==> src/rtl/mem_access_unit_pkg.sv <==
// Shared definitions for the load/store unit: op and state encodings,
// byte-strobe constants and small decode helpers.
package mem_access_unit_pkg;

  localparam int DATA_W = 32;

  typedef enum logic [2:0] {
    OP_LB  = 3'b000,
    OP_LH  = 3'b001,
    OP_LW  = 3'b010,
    OP_SB  = 3'b011,
    OP_LBU = 3'b100,
    OP_LHU = 3'b101,
    OP_SH  = 3'b110,
    OP_SW  = 3'b111
  } op_e;

  typedef enum logic [2:0] {
    S_IDLE,
    S_READ,
    S_WRITE,
    S_WHOLD,
    S_DONE
  } state_e;

  localparam logic [3:0] STRB_BYTE = 4'b0001;
  localparam logic [3:0] STRB_HALF = 4'b0011;
  localparam logic [3:0] STRB_WORD = 4'b1111;

  function automatic logic is_store(input logic [2:0] op);
    return (op == OP_SB) || (op == OP_SH) || (op == OP_SW);
  endfunction

  function automatic logic is_misaligned(input logic [2:0] op, input logic [1:0] off);
    case (op)
      OP_LH, OP_LHU, OP_SH: return off[0];
      OP_LW, OP_SW:         return off != 2'b00;
      default:              return 1'b0;
    endcase
  endfunction

  function automatic logic [3:0] store_strobe(input logic [2:0] op, input logic [1:0] off);
    case (op)
      OP_SB:   return STRB_BYTE << off;
      OP_SH:   return STRB_HALF << off;
      OP_SW:   return STRB_WORD;
      default: return 4'b0000;
    endcase
  endfunction

  // Replicating the data across lanes lets the strobes pick the right copy.
  function automatic logic [DATA_W-1:0] store_lanes(input logic [2:0] op, input logic [DATA_W-1:0] wdata);
    case (op)
      OP_SB:   return {4{wdata[7:0]}};
      OP_SH:   return {2{wdata[15:0]}};
      OP_SW:   return wdata;
      default: return '0;
    endcase
  endfunction

endpackage

==> src/rtl/mem_load_align.sv <==
// Combinational load aligner: shifts a RAM word by the byte offset and
// sign/zero-extends it according to the load op.
module mem_load_align
  import mem_access_unit_pkg::*;
(
  input  logic [31:0] rdata,
  input  logic [1:0]  offset,
  input  logic [2:0]  op,
  output logic [31:0] result
);

  logic [31:0] shifted;

  always_comb begin
    shifted = rdata >> {offset, 3'b000};
    case (op)
      OP_LB:   result = {{24{shifted[7]}}, shifted[7:0]};
      OP_LBU:  result = {24'h000000, shifted[7:0]};
      OP_LH:   result = {{16{shifted[15]}}, shifted[15:0]};
      OP_LHU:  result = {16'h0000, shifted[15:0]};
      OP_LW:   result = shifted;
      default: result = 32'h00000000;
    endcase
  end

endmodule

==> src/rtl/mem_access_unit.sv <==
// Single-outstanding load/store front-end: turns CPU byte/half/word requests
// into word-aligned RAM accesses with byte strobes; all outputs registered.
module mem_access_unit
  import mem_access_unit_pkg::*;
#(
  parameter int ADDR_WIDTH    = 32,
  parameter int RAM_ADDR_BITS = 9
) (
  input  logic                  clk,
  input  logic                  rst,
  input  logic                  req_valid,
  output logic                  req_ready,
  input  logic [2:0]            req_op,
  input  logic [ADDR_WIDTH-1:0] req_addr,
  input  logic [31:0]           req_wdata,
  output logic                  resp_valid,
  output logic [31:0]           resp_rdata,
  output logic                  resp_err,
  output logic                  ram_en,
  output logic                  ram_write_en,
  output logic [3:0]            ram_write_sel,
  output logic [ADDR_WIDTH-1:0] ram_addr,
  output logic [31:0]           ram_wdata,
  input  logic [31:0]           ram_rdata
);

  state_e                state_reg, state_next;
  logic [2:0]            op_reg, op_next;
  logic [1:0]            off_reg, off_next;
  logic                  ready_next, resp_valid_next, resp_err_next;
  logic [31:0]           resp_rdata_next, ram_wdata_next, load_result;
  logic                  ram_en_next, ram_write_en_next;
  logic [3:0]            ram_write_sel_next;
  logic [ADDR_WIDTH-1:0] ram_addr_next, word_addr;
  logic                  req_bad;

  assign word_addr = {req_addr[ADDR_WIDTH-1:2], 2'b00};
  assign req_bad   = is_misaligned(req_op, req_addr[1:0]) ||
                     (|req_addr[ADDR_WIDTH-1:RAM_ADDR_BITS]);

  mem_load_align u_align (
    .rdata  (ram_rdata),
    .offset (off_reg),
    .op     (op_reg),
    .result (load_result)
  );

  always_comb begin
    state_next         = state_reg;
    op_next            = op_reg;
    off_next           = off_reg;
    ready_next         = 1'b0;
    resp_valid_next    = 1'b0;
    resp_rdata_next    = '0;
    resp_err_next      = 1'b0;
    ram_en_next        = 1'b0;
    ram_write_en_next  = 1'b0;
    ram_write_sel_next = '0;
    ram_addr_next      = '0;
    ram_wdata_next     = '0;
    case (state_reg)
      S_IDLE: begin
        ready_next = 1'b1;
        if (req_valid && req_ready) begin
          ready_next = 1'b0;
          op_next    = req_op;
          off_next   = req_addr[1:0];
          if (req_bad) begin
            // Errors skip the RAM entirely and respond on the next cycle.
            state_next      = S_DONE;
            resp_valid_next = 1'b1;
            resp_err_next   = 1'b1;
          end else begin
            ram_en_next   = 1'b1;
            ram_addr_next = word_addr;
            if (is_store(req_op)) begin
              state_next         = S_WRITE;
              ram_write_en_next  = 1'b1;
              ram_write_sel_next = store_strobe(req_op, req_addr[1:0]);
              ram_wdata_next     = store_lanes(req_op, req_wdata);
            end else begin
              state_next = S_READ;
            end
          end
        end
      end
      S_READ: begin
        state_next      = S_DONE;
        resp_valid_next = 1'b1;
        resp_rdata_next = load_result;
      end
      S_WRITE: begin
        // Keep address/strobes/data steady while the RAM samples its write.
        state_next         = S_WHOLD;
        ram_en_next        = 1'b1;
        ram_addr_next      = ram_addr;
        ram_write_sel_next = ram_write_sel;
        ram_wdata_next     = ram_wdata;
      end
      S_WHOLD: begin
        state_next      = S_DONE;
        resp_valid_next = 1'b1;
      end
      S_DONE: begin
        state_next = S_IDLE;
        ready_next = 1'b1;
      end
      default: begin
        state_next = S_IDLE;
        ready_next = 1'b1;
      end
    endcase
  end

  always_ff @(posedge clk or negedge rst) begin
    if (!rst) begin
      state_reg     <= S_IDLE;
      op_reg        <= '0;
      off_reg       <= '0;
      req_ready     <= 1'b1;
      resp_valid    <= 1'b0;
      resp_rdata    <= '0;
      resp_err      <= 1'b0;
      ram_en        <= 1'b0;
      ram_write_en  <= 1'b0;
      ram_write_sel <= '0;
      ram_addr      <= '0;
      ram_wdata     <= '0;
    end else begin
      state_reg     <= state_next;
      op_reg        <= op_next;
      off_reg       <= off_next;
      req_ready     <= ready_next;
      resp_valid    <= resp_valid_next;
      resp_rdata    <= resp_rdata_next;
      resp_err      <= resp_err_next;
      ram_en        <= ram_en_next;
      ram_write_en  <= ram_write_en_next;
      ram_write_sel <= ram_write_sel_next;
      ram_addr      <= ram_addr_next;
      ram_wdata     <= ram_wdata_next;
    end
  end

endmodule

==> config.mk <==
export PLATFORM = sky130hd
export DESIGN_NAME = mem_access_unit
export DESIGN_NICKNAME = d
export VERILOG_FILES = /design/src/rtl/mem_access_unit_pkg.sv /design/src/rtl/mem_load_align.sv /design/src/rtl/mem_access_unit.sv
export SDC_FILE = /design/constraint.sdc
export NUM_CORES = 1
export LEC_CHECK = 0
export CORE_MARGIN = 3
export CORE_UTILIZATION = 43
export DETAILED_ROUTE_END_ITERATION = 6
export PLACE_DENSITY = 0.8
export SLEW_MARGIN = 20
export SYNTH_ARGS = -nofsm -noshare
export SYNTH_HDL_FRONTEND = slang
export SYNTH_SLANG_ARGS = --single-unit
export TNS_END_PERCENT = 30
==> constraint.sdc <==
create_clock -name clk -period 2.65 [get_ports clk]
set_input_delay 0.6625 -clock clk [delete_from_list [all_inputs] [get_ports clk]]
set_output_delay 0.6625 -clock clk [all_outputs]
set_load 0.05 [all_outputs]
* After elaboration in Yosys (flattened, before gate mapping)
Index checks and enable logic that the tools add are counted.
** Storage, ports and cells
- Bits of input ports :: 102
- Flip-flop bits (word level) :: 113
- Output and inout bits :: 105
- Word-level logic and storage cells :: 75
** Operators by class
- Equal/unequal tests :: 14
- Reductions and logical operators :: 13
- Shift operators :: 3
- Multiplexer cells :: 33
** Operators by type and width (count)
- 2-to-1 mux 32 bit :: 6
- one-hot mux 32 bit (5 select lines) :: 1
- one-hot mux 32 bit (2 select lines) :: 2
- one-hot mux 32 bit (3 select lines) :: 1
- right shift 32 x 5 -> 32 bit :: 1
- OR reduction 23 bit :: 1
- == test 3 x 2 -> 1 bit, second input constant :: 5
- == test 3 bit, second input constant :: 5
- 2-to-1 mux 4 bit :: 3
- one-hot mux 4 bit (3 select lines) :: 1
- 2-to-1 mux 1 bit :: 10
- == test 3 x 1 -> 1 bit, second input constant :: 3
- one-hot mux 3 bit (3 select lines) :: 1
- one-hot mux 1 bit (2 select lines) :: 4
- one-hot mux 4 bit (2 select lines) :: 1
- logical NOT 3 bit :: 2
- 2-to-1 mux 3 bit :: 2
- OR reduction 3 bit :: 2
- OR reduction 2 bit :: 2
- << shifter 1 x 2 -> 4 bit, first input constant :: 1
- << shifter 2 x 2 -> 4 bit, first input constant :: 1
- logical OR 1 bit :: 3
- 2-to-1 mux 2 bit :: 1
- != test 2 bit, second input constant :: 1
- 3 further kinds :: 3

* Longest topological paths before layout
Gate-level depths: netlist (run 1).
- Depth in word-level cells :: 7
- Mapped depth :: 6
- Gate-level depth less buffers :: 4

* Hierarchy
From an unflattened synthesis (run 1), not the netlist that was laid out.
** Unflattened totals
- Cells, all modules :: 482
- Area total of the unflattened synthesis :: 5333.9 µm²
** Modules (own cells, without submodules)
- mem_access_unit :: area an instance 4416.7 µm², sequential area each 2778.9 µm², instances 1, cells each 367
- mem_load_align :: area an instance 917.1 µm², sequential area each 0.0 µm², instances 1, cells each 115

* Worst setup path before layout (run 1)
OpenSTA, ideal clock, no wires.
- Path kind :: input to register
- Start point :: input port req_op[0]
- End point :: register ram_wdata[13]
- Stages :: 6
- Slack :: 448 ps
- Path buffers :: 2
- Data required time :: 2576 ps
- Arrival time :: 2128 ps
- Cells stage by stage :: buf_4 nor2b_1 nor4b_2 or4_4 buf_6 o21ai_2
** On the way
- Word-level cells in the longest chain between the ends :: 7
- Elaborated cells on any way between the ends :: 17
- Classes of those cells :: eq/ne (6); mux (6); reduce/logical (5)
** Ends and longest elaborated chain
- start, declared :: RTL line mem_access_unit.sv:13 : input logic [2:0] req_op,
- == test 3 bit, or another cell as far along :: RTL line mem_access_unit_pkg.sv:31, mem_access_unit_pkg.sv:35, mem_access_unit_pkg.sv:53
- OR reduction 3 bit, or another cell as far along :: RTL line mem_access_unit_pkg.sv:35 : case (op)
- one-hot mux 1 bit (2 select lines) or logical OR 1 bit (tied branches) :: RTL line mem_access_unit_pkg.sv:35, mem_access_unit_pkg.sv:31
- logical OR 1 bit or 2-to-1 mux 32 bit (tied branches) :: RTL line mem_access_unit.sv:38, mem_access_unit.sv:76
- 2-to-1 mux 32 bit * :: RTL line mem_access_unit.sv:68 : if (req_bad) begin
- 2-to-1 mux 32 bit * :: RTL line mem_access_unit.sv:64 : if (req_valid && req_ready) begin
- one-hot mux 32 bit (2 select lines) * :: RTL line mem_access_unit.sv:61 : case (state_reg)
- end signal, assigned :: RTL line mem_access_unit.sv:141 : ram_wdata <= ram_wdata_next;
- end, declared :: RTL line mem_access_unit.sv:23 : output logic [31:0] ram_wdata,
Every way passes the cells marked *; elsewhere a longest branch is shown, timed or not.
A chain may end at the register's enable or synchronous reset.

* Final worst setup path (run 1)
- Start point :: input port req_addr[16]
- End point :: register ram_wdata[8]
** On the way
- Word-level cells in the longest chain between the ends :: 5
** Ends and longest elaborated chain
- start, declared :: RTL line mem_access_unit.sv:14 : input logic [ADDR_WIDTH-1:0] req_addr,
- OR reduction 23 bit :: RTL line mem_access_unit.sv:39 : (|req_addr[ADDR_WIDTH-1:RAM_ADDR_BITS]);
- logical OR 1 bit :: RTL line mem_access_unit.sv:38 : assign req_bad = is_misaligned(req_op, req_addr[1:0]) ||
- 2-to-1 mux 32 bit :: RTL line mem_access_unit.sv:68
- 2-to-1 mux 32 bit :: RTL line mem_access_unit.sv:64
- one-hot mux 32 bit (2 select lines) :: RTL line mem_access_unit.sv:61
No other way between the ends.

==> run_results.csv, run 1 <==
group,metric,value,unit
sta,skew,0.00572,ns
final_layout,drive_gt1_frac,0.147,
grt,antenna_found_initial,0,
power_and_ir_drop,p_sw,0.951,mW
clock_tree,ctsResizeCount,0,
worst_setup_path,rr_endpoint,"ram_wdata[8]$_DFFE_PN0N_",
worst_setup_path,arrival,2.66,ns
final_layout,instances_no_fill,819,
clock_tree,ctsHoldBuffers,0,
place,placed_cells,805,
logic_synthesis,synth-edff-count,0,
routing,drt_iter0_drc,208,
sta,period_minus_slack,2.40,ns
sta,worst_slack,0.249,ns
clock_tree,path_clk_slew,0.07,ns
floorplan,start_util,0.453,
routing,wl_per_cell,18.6,um
floorplan,die_area,0.0131,mm2
worst_setup_path,ff2ff_path_depth,5,
worst_setup_path,start_kind,"input pin",
clock_tree,clk_latency,0.34,ns
power_and_ir_drop,finalPower,3.69,mW
clock_tree,cts_tree,"built",
routing,vias,4401,
logic_synthesis,yosys-top-cells-count,"dfrtp_1, nand2_1, a21oi_1, and2_1, mux2_2",
floorplan,die_w,114,um
sta,slew_headroom,0.582,
power_and_ir_drop,power_density,484,mW/mm2
clock_tree,root_buffer,"clkbuf_16",
place,gp_congestion,0.887,
floorplan,rows,38,
final_layout,fin_area,0.00762,mm2
hold_path,hold_class,"in -> async",
worst_setup_path,rr_startpoint,"state_reg[0]$_DFFE_PN0P_",
floorplan,die_y,114,um
place,io_buffers,204,
place,pre_cts_ws,-0.0908,ns
power_and_ir_drop,pwr-share-clk,0.337,
final_layout,diodes,0,
worst_setup_path,crit_required,2.91,ns
grt,track_usage,0.238,
worst_setup_path,setup.worst_path.end_class,"flip-flop",
sta,finalCritPeriodShare,0.906,
grt,grt_pass1_wl,24300,um
floorplan,io_pins,207,
power_and_ir_drop,comb_power_share,0.183,
sta,worst_pin_slew,0.626,ns
sta,max_freq,0.417,GHz
power_and_ir_drop,p_int,2.74,mW
worst_setup_path,crit_start,"req_addr[16]",
final_layout,area_growth_syn_to_layout,50.6,%
logic_synthesis,ys_seq_area_frac,0.549,
power_and_ir_drop,p_leak,3.24,nW
run,drv.max_cap_violation_count,0,
logic_synthesis,synth_top_area_cell,"dfrtp_1",
grt,grt_max_degree,46,
logic_synthesis,avgSynthCellArea,10.8,um2
clock_tree,clk_path_buf_depth,2,
logic_synthesis,yosysWarnings,0,
worst_setup_path,crit_fanout,24,
logic_synthesis,synth_cell_types,49,
place,place_area,0.00736,mm2
routing,drc_errors,0,
sta,final_max_slew_viol_count,0,
logic_synthesis,synth.most_common_cell,"dfrtp_1",
sta,setup_viol,0,
power_and_ir_drop,seqPwrFrac,0.480,
place,hpwl,11700,um
routing,vias_per_cell,5.37,
logic_synthesis,synthTopCellsByArea,"dfrtp_1, mux2_2, a21oi_1, and2_1, nand2_1",
power_and_ir_drop,ir_drop,393,uV
routing,firstDrtPassIters,4,
power_and_ir_drop,p_sw_frac,0.258,
logic_synthesis,async_flop_share,1.00,
worst_setup_path,ff2ff_setup_slack,0.54,ns
clock_tree,clock_sinks,111,
outcome,outcome,"complete, no violations",
worst_setup_path,crit_type,"in -> reg",
logic_synthesis,synth_seq_cells,111,
final_layout,final_util,0.682,
final_layout,reg_top3,"ram_wdata x32, resp_rdata x32, ram_addr x30",
routing,drt-total-wl,15300,um
floorplan,design.core.area,0.0112,mm2
grt,grt-ovfl-total,0,
logic_synthesis,ys.flop_type,"dfrtp_1",
routing,ant_nets,0,
worst_setup_path,worstSetupEndpoint,"ram_wdata[8]$_DFFE_PN0N_",
logic_synthesis,synth_area,0.00506,mm2
final_layout,layout.nets,778,
logic_synthesis,netlist_instances,467,
logic_synthesis,synth_top_area_share,0.544,
sta,holdWs,0.295,ns
sta,rsz0062_at_grt,"no",
clock_tree,cts_buffers,9,
clock_tree,cts_setup_buffers,0,
sta,hold_violations,0,
clock_tree,htree_levels,3,
grt,grt_pass1_vias,4584,
sta,fin_tns_setup,0,ns
placed cells by master, fill, tap and decap left out, types with 3 or more instances in the layout:
master,n
a21oi_1,50
buf_4,26
a211oi_1,7
clkdlybuf4s50_1,203
nor2b_1,5
a22o_1,8
and2_1,37
mux2i_1,19
nor4_1,6
nand2_1,55
dfrtp_1,110
o31ai_1,3
mux2_2,29
clkbuf_16,9
a32o_1,7
o21ai_2,20
o21ai_0,18
nor2_1,20
critical path, cell delays in order:
cell             delay (ns)
clkdlybuf4s50_1        0.46
nor4_1                 0.33
buf_4                  0.16
nand4_1                0.13
or4_4                  0.52
buf_12                 0.18
o21ai_0                0.19
worst min-delay path by stage:
stage	from	slack (ns)	cells after the start	endpoint
final	rst	0.29	2	resp_rdata[25]$_DFF_PN0_
after global placement	ram_wdata[8]$_DFFE_PN0N_	0.46	2	ram_wdata[8]$_DFFE_PN0N_
after detailed placement	ram_addr[11]$_DFFE_PN0N_	0.47	1	ram_addr[11]$_DFFE_PN0N_
after CTS	rst	0.31	2	resp_rdata[5]$_DFF_PN0_
after global routing	rst	0.32	2	resp_rdata[25]$_DFF_PN0_
after floorplan	rst	0.37	0	off_reg[0]$_DFFE_PN0P_
cell type report:
class	instances	area [um2]
Clock buffer	13	260
Clock inverter	1	5.00
Fill cell	851	3550
Inverter	3	11.3
Multi-Input combinational cell	320	2120
Sequential cell	111	2780
Tap cell	140	175
Timing Repair Buffer	231	2270
logic make-up (layout without fill, tap and decap cells):
group           after synthesis  after routing  share of synthesized area
buf+inv                      37            248                     0.0331
compound gates              121            121                      0.156
mux                          48             48                      0.102
other cells                   1              2                   0.000741
simple gates                147            147                      0.155
flops                       111            111                      0.549
fa+ha+maj                     1              1                    0.00198
xor+xnor                      1              1                    0.00173
layer usage:
layer  wire length [um]  vias to the layer above  global-route usage
met5                  0                        -                   0
met4                453                        0              0.0942
met3               1100                       30              0.0597
met2               7700                      171               0.394
met1               6000                     2140               0.300
li1                   -                     2060                   -
power by group through the flow:
stage	logic, mW	clock network, mW	registers (mW)
after detailed placement	0.671	0	1.80
after floorplan	0.371	0	1.78
after global routing	0.735	1.34	1.78
after global placement	0.654	0	1.80
final	0.674	1.24	1.77
after CTS	0.676	1.27	1.77
No activity file was read; power rests on OpenSTA's default activity.
==> run 2: changes to the inputs <==
- CORE_UTILIZATION: 43 -> 44
- PLACE_DENSITY: 0.8 -> 0.81
- SLEW_MARGIN: 20 -> default
- SYNTH_HIERARCHICAL: default -> 1
- clock period: 2.65 -> 2.6 ns (I/O delays scaled with it)
==> run 2 against run 1 <==
Against the previous run: clock skew up 0.0029 ns; clock power grew 29%; critical path depth shrank 6; count of clock-buffer cells in the layout decreased by 3; via count rose by 0.75%; synthesized cell count rose by 3.2%; critical path type is now reg -> out; critical endpoint is now req_ready.
==> run_results.csv, run 2 <==
group,metric,value,unit
outcome,outcome,"complete, no violations",
power_and_ir_drop,p_sw_frac,0.259,
worst_setup_path,path_delay_family,"buffers and inverters",
sta,final_max_slew_viol_count,0,
final_layout,drive_gt1_frac,0.154,
worst_setup_path,setup.worst_path.end_class,"output port",
routing,wl_per_cell,17.3,um
routing,dr.max_layer_used,"met4",
sta,max_freq,0.425,GHz
final_layout,mostFrequentLayoutCell,"clkdlybuf4s50_1",
logic_synthesis,yosysWarnings,6,
worst_setup_path,crit_fanout,3,
routing,firstDrtPassIters,4,
routing,vias_per_cell,5.33,
routing,drc_errors,0,
clock_tree,cts_buffers,9,
floorplan,die_area,0.0135,mm2
worst_setup_path,crit_required,1.95,ns
worst_setup_path,crit_type,"reg -> out",
worst_setup_path,start_kind,"flip-flop",
final_layout,fill_cells,887,
sta,setup_viol,0,
sta,hold_violations,0,
place,hpwl,10900,um
worst_setup_path,arrival,1.70,ns
worst_setup_path,worstPathCellList,"clkdlybuf4s50_1",
grt,grt-ovfl-total,0,
routing,drt_iter0_drc,187,
floorplan,die_y,116,um
power_and_ir_drop,p_sw,1.10,mW
grt,antenna_found_initial,0,
final_layout,layout_common_cells,"clkdlybuf4s50_1, dfrtp_1, and2_1, nand2_1, mux2_2",
logic_synthesis,ys.flop_type,"dfrtp_1",
logic_synthesis,synthTopCellsByArea,"dfrtp_1, and2_1, mux2_2, nand2_1, o21ai_2",
run,drv.max_cap_violation_count,0,
routing,met2_length,6830,um
floorplan,rows,39,
sta,worst_slack,0.249,ns
routing,drt-total-wl,14400,um
sta,worst_pin_slew,0.888,ns
logic_synthesis,synth_top_area_cell,"dfrtp_1",
power_and_ir_drop,p_int,3.15,mW
sta,fin_tns_setup,0,ns
clock_tree,clk_latency,0.35,ns
logic_synthesis,synth_seq_cells,111,
grt,grt_max_degree,54,
power_and_ir_drop,seqPwrFrac,0.421,
sta,skew,0.00865,ns
clock_tree,ctsResizeCount,0,
routing,route.met3.wl,1210,um
final_layout,layout.nets,786,
place,gp_congestion,0.904,
power_and_ir_drop,ir_drop,290,uV
floorplan,start_util,0.459,
worst_setup_path,max_stage_delay,0.81,ns
logic_synthesis,async_flop_share,1.00,
sta,period_minus_slack,2.35,ns
logic_synthesis,synth_area,0.00533,mm2
clock_tree,clock_sinks,111,
logic_synthesis,synth_top_area_share,0.516,
clock_tree,ctsHoldBuffers,0,
grt,track_usage,0.218,
sta,slew_headroom,0.405,
logic_synthesis,synth-edff-count,0,
final_layout,fin_area,0.00793,mm2
power_and_ir_drop,p_leak,3.41,nW
worst_setup_path,ff2ff_setup_slack,0.64,ns
logic_synthesis,synth.most_common_cell,"dfrtp_1",
sta,finalCritPeriodShare,0.904,
worst_setup_path,cp_slowest_cell,"clkdlybuf4s50_1",
routing,vias,4434,
logic_synthesis,avgSynthCellArea,11.1,um2
place,pre_cts_ws,-0.0325,ns
worst_setup_path,critPathBufInv,1,
routing,ant_nets,0,
clock_tree,cts_tree,"built",
power_and_ir_drop,comb_power_share,0.203,
floorplan,die_w,116,um
sta,rsz0062_at_grt,"no",
floorplan,design.core.area,0.0116,mm2
final_layout,area_growth_syn_to_layout,48.6,%
power_and_ir_drop,power_density,536,mW/mm2
routing,wl_met1,6010,um
final_layout,reg_top3,"ram_wdata x32, resp_rdata x32, ram_addr x30",
clock_tree,path_clk_slew,0.07,ns
grt,grt_pass1_wl,23100,um
clock_tree,htree_levels,3,
final_layout,diodes,0,
sta,holdWs,0.282,ns
floorplan,io_pins,207,
place,io_buffers,204,
grt,grt_pass1_vias,4490,
logic_synthesis,ys_seq_area_frac,0.521,
hold_path,hold_class,"in -> async",
place,place_area,0.00757,mm2
logic_synthesis,yosys-top-cells-count,"dfrtp_1, and2_1, nand2_1, mux2_2, a21oi_1",
power_and_ir_drop,pwr-share-clk,0.376,
clock_tree,root_buffer,"clkbuf_16",
logic_synthesis,netlist_instances,482,
clock_tree,cts_setup_buffers,0,
clock_tree,clk_path_buf_depth,2,
logic_synthesis,synth_cell_types,55,
==> run 2: cell families after synthesis <==
logic type,synth area share
AO/OA/AOI/OAI,0.173
adder cells (fa/ha/maj),0.00188
buffers and inverters,0.0415
flip-flops,0.521
multiplexers,0.0859
other,0.000703
AND/OR/NAND/NOR,0.176
==> run 2: final timing paths <==
kind,depth (start not counted),from,endpoint
worst max-delay path,1,req_ready$_DFF_PN1_,req_ready
worst min-delay path,1,rst,ram_addr[12]$_DFFE_PN0N_
worst max register to register,6,off_reg[0]$_DFFE_PN0P_,resp_rdata[10]$_DFF_PN0_
worst min register to register,2,ram_wdata[29]$_DFFE_PN0N_,ram_wdata[29]$_DFFE_PN0N_
max in group asynchronous,2,rst,ram_addr[22]$_DFFE_PN0N_
min in group clk,2,ram_wdata[29]$_DFFE_PN0N_,ram_wdata[29]$_DFFE_PN0N_
==> run 2: routing by layer <==
metal	global-route usage	vias up
li1	-	2114
met1	0.283	2120
met2	0.346	176
met3	0.0653	24
met4	0.0858	0
met5	0	-
==> run 2: power groups by stage <==
stage	combinational [mW]	clock [mW]	sequential [mW]
4_1_cts	0.866	1.65	1.79
6_report	0.865	1.60	1.79
3_3_place_gp	0.850	0	1.82
3_5_place_dp	0.860	0	1.82
5_1_grt	0.939	1.72	1.79
2_1_floorplan	0.547	0	1.82
==> run 2: area by class of cell <==
cell class,instances,area (um2),area share
flip-flops and latches,111,2780,0.351
multi-input cells,332,2340,0.295
repair buffers,227,2260,0.285
clock buffers,10,239,0.0301
well taps,143,179,0.0226
clock inverters,6,115,0.0145
inverters,3,11.3,0.00142
==> run 2: per-stage QoR <==
stage / utilization / power (mW) / std cells
4_1_cts: 0.683 / 4.31 / 832
6_report: 0.683 / 4.25 / 832
3_3_place_gp: 0.652 / 2.67 / 816
2_1_floorplan: - / 2.37 / 483
3_5_place_dp: 0.652 / 2.68 / 816
5_1_grt: 0.683 / 4.45 / 832
